**config.mk**
```make
export PLATFORM = sky130hd
export DESIGN_NAME = micro_sequencer_flat
export DESIGN_NICKNAME = d
export VERILOG_FILES = /design/src/rtl/micro_sequencer_if.sv /design/src/rtl/micro_sequencer.sv /design/src/flat_wrapper.sv
export SDC_FILE = /design/constraint.sdc
export NUM_CORES = 1
export LEC_CHECK = 0
export ABC_CLOCK_PERIOD_IN_PS = 2500
export CORE_MARGIN = 2
export CORE_UTILIZATION = 48
export CTS_BUF_LIST = sky130_fd_sc_hd__clkbuf_8
export DETAILED_ROUTE_END_ITERATION = 6
export GPL_ROUTABILITY_DRIVEN = 0
export PLACE_DENSITY = 0.81
export SLEW_MARGIN = 20
export SYNTH_ARGS = -nofsm -noshare
export SYNTH_HDL_FRONTEND = slang
export SYNTH_SLANG_ARGS = --single-unit
```
**constraint.sdc**
```tcl
create_clock -name clk -period 2.5 [get_ports clk]
set_input_delay 0.75 -clock clk [delete_from_list [all_inputs] [get_ports clk]]
set_output_delay 0.75 -clock clk [all_outputs]
set_load 0.05 [all_outputs]
```
**src/rtl/micro_sequencer_if.sv**
```systemverilog
// Control-side bundle between the microcode ROM / dispatch tables and the sequencer.
interface micro_sequencer_if #(
    parameter int UPC_W  = 5,
    parameter int CYC_W  = 8,
    parameter int ICNT_W = 16
);
    logic [1:0]        addr_ctl;
    logic              stall;
    logic [UPC_W-1:0]  dt1_addr;
    logic              dt1_valid;
    logic [UPC_W-1:0]  dt2_addr;
    logic              dt2_valid;
    logic [UPC_W-1:0]  upc;
    logic              instr_done;
    logic              illegal;
    logic [CYC_W-1:0]  ucycle_cnt;
    logic [ICNT_W-1:0] instr_count;

    modport master (
        output addr_ctl, stall, dt1_addr, dt1_valid, dt2_addr, dt2_valid,
        input  upc, instr_done, illegal, ucycle_cnt, instr_count
    );

    modport slave (
        input  addr_ctl, stall, dt1_addr, dt1_valid, dt2_addr, dt2_valid,
        output upc, instr_done, illegal, ucycle_cnt, instr_count
    );
endinterface

```
**src/rtl/micro_sequencer.sv**
```systemverilog
// Microprogram sequencer: registers the uPC and selects fetch / next / dispatch targets,
// with per-instruction microcycle count, retired-instruction count and sticky illegal flag.
module micro_sequencer #(
    parameter int               UPC_W     = 5,
    parameter logic [UPC_W-1:0] TRAP_ADDR = '1,
    parameter int               CYC_W     = 8,
    parameter int               ICNT_W    = 16
) (
    input  logic               clk,
    input  logic               rst_n,
    micro_sequencer_if.slave   bus
);
    typedef enum logic [1:0] {
        CTL_FETCH = 2'b00,
        CTL_DISP1 = 2'b01,
        CTL_DISP2 = 2'b10,
        CTL_NEXT  = 2'b11
    } ctl_e;

    ctl_e              ctl;
    logic [UPC_W-1:0]  upc;
    logic              instr_done;
    logic              illegal;
    logic [CYC_W-1:0]  ucycle_cnt;
    logic [ICNT_W-1:0] instr_count;

    assign ctl = ctl_e'(bus.addr_ctl);

    always_ff @(posedge clk) begin
        if (!rst_n) begin
            upc         <= '0;
            instr_done  <= 1'b0;
            illegal     <= 1'b0;
            ucycle_cnt  <= '0;
            instr_count <= '0;
        end else if (bus.stall) begin
            instr_done <= 1'b0;
        end else begin
            instr_done <= 1'b0;
            case (ctl)
                CTL_NEXT: upc <= upc + UPC_W'(1);
                CTL_DISP1: begin
                    if (bus.dt1_valid) begin
                        upc <= bus.dt1_addr;
                    end else begin
                        upc     <= TRAP_ADDR;
                        illegal <= 1'b1;
                    end
                end
                CTL_DISP2: begin
                    if (bus.dt2_valid) begin
                        upc <= bus.dt2_addr;
                    end else begin
                        upc     <= TRAP_ADDR;
                        illegal <= 1'b1;
                    end
                end
                default: begin
                    upc         <= '0;
                    instr_done  <= 1'b1;
                    instr_count <= instr_count + ICNT_W'(1);
                end
            endcase
            // Microcycle count restarts on fetch, otherwise saturates at all-ones.
            if (ctl == CTL_FETCH) begin
                ucycle_cnt <= '0;
            end else if (ucycle_cnt != '1) begin
                ucycle_cnt <= ucycle_cnt + CYC_W'(1);
            end
        end
    end

    assign bus.upc         = upc;
    assign bus.instr_done  = instr_done;
    assign bus.illegal     = illegal;
    assign bus.ucycle_cnt  = ucycle_cnt;
    assign bus.instr_count = instr_count;
endmodule
```
**src/flat_wrapper.sv**
```systemverilog
// flat-port wrapper written by rule: the top's interface ports become plain ports
module micro_sequencer_flat 
#(
    parameter int               UPC_W     = 5,
    parameter logic [UPC_W-1:0] TRAP_ADDR = '1,
    parameter int               CYC_W     = 8,
    parameter int               ICNT_W    = 16
)
  (clk, rst_n, bus_addr_ctl, bus_stall, bus_dt1_addr, bus_dt1_valid, bus_dt2_addr, bus_dt2_valid, bus_upc, bus_instr_done, bus_illegal, bus_ucycle_cnt, bus_instr_count);
  micro_sequencer_if #(.UPC_W(UPC_W), .CYC_W(CYC_W), .ICNT_W(ICNT_W)) bus_i ();
  input  logic clk;
  input  logic rst_n;
  input wire logic [$bits(bus_i.addr_ctl)-1:0] bus_addr_ctl;
  input wire logic [$bits(bus_i.stall)-1:0] bus_stall;
  input wire logic [$bits(bus_i.dt1_addr)-1:0] bus_dt1_addr;
  input wire logic [$bits(bus_i.dt1_valid)-1:0] bus_dt1_valid;
  input wire logic [$bits(bus_i.dt2_addr)-1:0] bus_dt2_addr;
  input wire logic [$bits(bus_i.dt2_valid)-1:0] bus_dt2_valid;
  output wire logic [$bits(bus_i.upc)-1:0] bus_upc;
  output wire logic [$bits(bus_i.instr_done)-1:0] bus_instr_done;
  output wire logic [$bits(bus_i.illegal)-1:0] bus_illegal;
  output wire logic [$bits(bus_i.ucycle_cnt)-1:0] bus_ucycle_cnt;
  output wire logic [$bits(bus_i.instr_count)-1:0] bus_instr_count;
  assign bus_i.addr_ctl = bus_addr_ctl;
  assign bus_i.stall = bus_stall;
  assign bus_i.dt1_addr = bus_dt1_addr;
  assign bus_i.dt1_valid = bus_dt1_valid;
  assign bus_i.dt2_addr = bus_dt2_addr;
  assign bus_i.dt2_valid = bus_dt2_valid;
  assign bus_upc = bus_i.upc;
  assign bus_instr_done = bus_i.instr_done;
  assign bus_illegal = bus_i.illegal;
  assign bus_ucycle_cnt = bus_i.ucycle_cnt;
  assign bus_instr_count = bus_i.instr_count;
  micro_sequencer #(.UPC_W(UPC_W), .TRAP_ADDR(TRAP_ADDR), .CYC_W(CYC_W), .ICNT_W(ICNT_W)) u_core (.clk(clk), .rst_n(rst_n), .bus(bus_i));
endmodule
```
## Word level (Yosys, flattened, before mapping)

Index checks and enable logic that the tools add are counted.

- Add/sub/neg operators: 3
- Equality and inequality tests: 6
- Muxes and demuxes: 9
- Bitwise operators: 3
- Reductions and logical operators: 8

Operators with widths:

| kind | number |
|---|---|
| adder 16 x 1 -> 16 bit (second input constant) | 1 |
| two-way mux 8 bit | 2 |
| one-hot mux 5 bit (3 select lines) | 1 |
| two-way mux 5 bit | 2 |
| adder 8 x 1 -> 8 bit (second input constant) | 1 |
| inequality test 8 bit (second input constant) | 1 |
| adder 5 x 1 -> 5 bit (second input constant) | 1 |
| == test 2 bit (second input constant) | 2 |
| inequality test 2 bit (second input constant) | 2 |
| AND reduction 2 bit | 2 |
| AND reduction 4 bit | 1 |
| nonzero test 2 bit | 2 |
| two-way mux 1 bit | 3 |
| NOT 1 bit | 3 |
| OR reduction 3 bit | 1 |
| == test 2 x 1 -> 1 bit (second input constant) | 1 |
| zero test 2 bit | 1 |
| one-hot mux 1 bit (2 select lines) | 1 |
| OR reduction 2 bit | 1 |

- Register bits: 31
- Logic and storage cells: 34

## Logic depth before layout (Yosys ltp)

- Depth after elaboration: 4
- Depth in mapped cells: 6

## Least setup slack after synthesis

OpenSTA, ideal clock, no wires.

- Kind: flip-flop to flip-flop
- From: reg u_core.instr_count[0] (netlist: u_core.bus.instr_count[0])
- To: reg u_core.instr_count[14] (netlist: u_core.bus.instr_count[14])
- Arrival time: 2.097 ns
- Required time: 2.429 ns
- Setup slack: 0.333 ns
- Stages on the path, launching flop included: 6
- Clock period less this slack: 2.167 ns
- Path through: dfxtp_1 ha_1 or4b_1 buf_2 or4_1 a21oi_1

- Word-level cells in the longest chain between the ends: 1

RTL lines:

| what | line | source |
|---|---|---|
| from (decl) | micro_sequencer.sv:25 | `logic [ICNT_W-1:0] instr_count;` |
| from (signal assigned) | micro_sequencer.sv:61 | `instr_count <= instr_count + ICNT_W'(1);` |
| adder 16 x 1 -> 16 bit | micro_sequencer.sv:61 |  |

Every way passes these cells.
A chain may end at the register's enable or synchronous reset.

## Worst setup path after layout

- From: reg u_core.instr_count[7] (netlist: u_core.bus.instr_count[7])
- To: out bus_instr_count[7]

RTL lines:

| what | line | source |
|---|---|---|
| to (decl) | flat_wrapper.sv:23 | `output wire logic [$bits(bus_i.instr_count)-1:0] bus_instr_count;` |

No word-level cell between the ends.

==> results by group <==
Clocking
  – Post-CTS Hold Buffers: 0
  – Number of H-tree levels: 2
  – Setup Buffers After CTS: 0
  – Post-CTS sizing: 0
  – Skew-Pair Late Insertion Delay: 0.29 ns
  – Root Driver: clkbuf_8
  – Clock tree sinks: 31
  – CTS Buffer Depth: 2
  – CTS tree: yes
  – Cts bufs inserted: 5
  – Clk slew on worst S/H paths: 0.06 ns

Drt
  – DRT Wirelength: 3880 microns
  – WL/cell: 13.4 microns
  – Vias: 1,562
  – Starting DRT DRC Count: 75
  – Initial DRT Pass Iterations: 4
  – Drc violations: 0
  – Routed Antenna Nets: 0
  – Vias per cell: 5.39

Yosys
  – Post-synth EDFFs: 0
  – Ys async rst share: 0
  – #FFs+latches synth: 31
  – Top FF cell, synth: dfxtp_1
  – Mapped Area: 1550 sq um
  – Sequential-to-total area share from yosys stat: 0.400
  – Unique masters post-synth: 37
  – Yosys warns: 0
  – Cell count after synthesis: 188
  – Net count of the mapped netlist: 208
  – Mapped Avg Cell Area: 8.25 sq um

Finish
  – Commonest non-fill, non-tap cell in the layout: clkdlybuf4s50_1
  – Layout cells sized above 1: 0.0772
  – Seq. cell area: 621 sq um
  – Fin util: 0.723
  – Fin nets: 266
  – Fill count: 269
  – Ant diodes: 0
  – Layout area overhead: 42.3%
  – Most frequent cells in the layout: clkdlybuf4s50_1 (47), dfxtp_1 (31), nor2_1 (20)
  – Area of the multi-input gates: 887 sq um

Critical path
  – Crit path largest cell delay: 0.85 ns
  – Cell family with most CP delay: buffers and inverters
  – Crit Path Class: flop to primary output
  – CP startpoint kind: flop
  – Crit Path Max Fanout: 6
  – Flop2flop setup slack: 0.64 ns
  – WP data arrival: 1.58 ns
  – Crit end category: primary output
  – Worst EP required: 1.75 ns
  – Slowest-stage cell, CP: clkdlybuf4s50_1
  – CP cell instances: clkdlybuf4s50_1
  – WP buf/inv: 1

Global routing
  – Largest net degree at the start of global routing: 19
  – Vias in the first global route: 1,460
  – Overall Global Routing Usage: 0.233
  – Initial antenna violation count: 0
  – Overflow after GRT: 0
  – First-pass GRT wire length: 6440 microns

Power and ir drop
  – Worst vdd ir: 353 uV
  – Total Power: 1.06 mW
  – Pleak: 0.769 nW
  – Pwr per Cell Area: 481 nW/um^2

STA
  – Final hold vios: 0
  – Min Clock Period, post-route: 2.33 ns
  – Hold_ws: 0.469 ns
  – Period utilization: 0.931
  – Highest Clock Rate: 0.430 GHz
  – Final setup viols: 0
  – Post-route setup TNS: 0 ns
  – RSZ-0062 raised after global routing: false
  – Worst-margin pin slew: 0.504 ns
  – Final Max Slew Viols: 0
  – Clock Skew: 0.00649 ns
  – Slew headroom: 0.663

Die
  – Site Rows: 20
  – Chip width: 60.9 microns
  – Starting density of the core: 0.508
  – Die Ht: 60.9 microns
  – Core footprint: 3050 sq um
  – Die area: 3700 sq um
  – Ports: 48

Placement
  – Hpwl dp: 2840 microns
  – IO buf count: 47

Outcome
  – Status: finished clean

Job
  – MaxCap Viol Count: 0

Worst hold path
  – Hold Crit Class: flop to flop
## sequential cells by signal, indices dropped and copies added, names as in the netlist
name                    flops
u_core.bus.illegal          1
u_core.bus.upc              5
u_core.bus.ucycle_cnt       8
u_core.bus.instr_done       1
u_core.bus.instr_count     16
## path summary, 6_finish.rpt
check                                  from                          to  depth (start not counted)
setup / recovery  u_core.bus.instr_count[7]          bus_instr_count[7]                          1
hold / removal           u_core.bus.illegal          u_core.bus.illegal                          2
setup reg to reg  u_core.bus.instr_count[0]  u_core.bus.instr_count[14]                          4
hold reg to reg          u_core.bus.illegal          u_core.bus.illegal                          2
## synth_stat cells, types with 2 or more instances
cell / number / area [sq um]
clkbuf_1: 3 / 11.3
and4_1: 3 / 26.3
o22ai_1: 5 / 31.3
nand2b_1: 3 / 18.8
nor2b_1: 12 / 75.1
a31oi_1: 4 / 25.0
o21ai_0: 18 / 90.1
nand3_1: 6 / 30.0
nand2_1: 10 / 37.5
o211ai_1: 2 / 15.0
nor3b_1: 3 / 22.5
and3_1: 3 / 18.8
nor2_1: 20 / 75.1
nand4_1: 7 / 43.8
buf_2: 2 / 10.0
a21oi_1: 12 / 60.1
or3_1: 3 / 18.8
o31ai_1: 2 / 15.0
nor3_1: 7 / 35.0
dfxtp_1: 31 / 621
inv_1: 3 / 11.3
nor4_1: 3 / 18.8
ha_1: 3 / 37.5
xor2_1: 3 / 26.3
xnor2_1: 8 / 70.1
## per-layer routing
metal,global-route usage,up-vias,share of wire
met5,0,-,0
met1,0.289,725,0.48
met4,0.109,0,0.017
met3,0.0533,5,0.034
li1,-,801,-
met2,0.384,31,0.47
## stage by stage
step	area [sq um]	setup slack [ns]	cells
floorplan	1550	0.333	188
global placement	2120	0.0119	283
detailed placement	2120	-0.0220	283
CTS	2210	0.160	290
global route	2210	0.107	290
finish	2210	0.173	290
## area by class of cell
type / instances / share of cell area
multi-input cells: 148 / 0.402
flip-flops and latches: 31 / 0.281
repair buffers: 57 / 0.247
clock buffers: 6 / 0.0374
well taps: 44 / 0.0249
inverters: 3 / 0.00510
clock inverters: 1 / 0.00227
## cell families after synthesis
group           share of synthesized area
flops                               0.400
fa+ha+maj                          0.0242
buf+inv                            0.0282
xor+xnor                           0.0621
simple gates                        0.310
compound gates                      0.162
mux                                0.0137
## report_power, final
group	leakage [nW]	internal, mW	switching (mW)
clock	0.0470	0.215	0.181
combinational	0.470	0.0668	0.0845
sequential	0.251	0.504	0.0105
(Power assumes the default switching activity.)
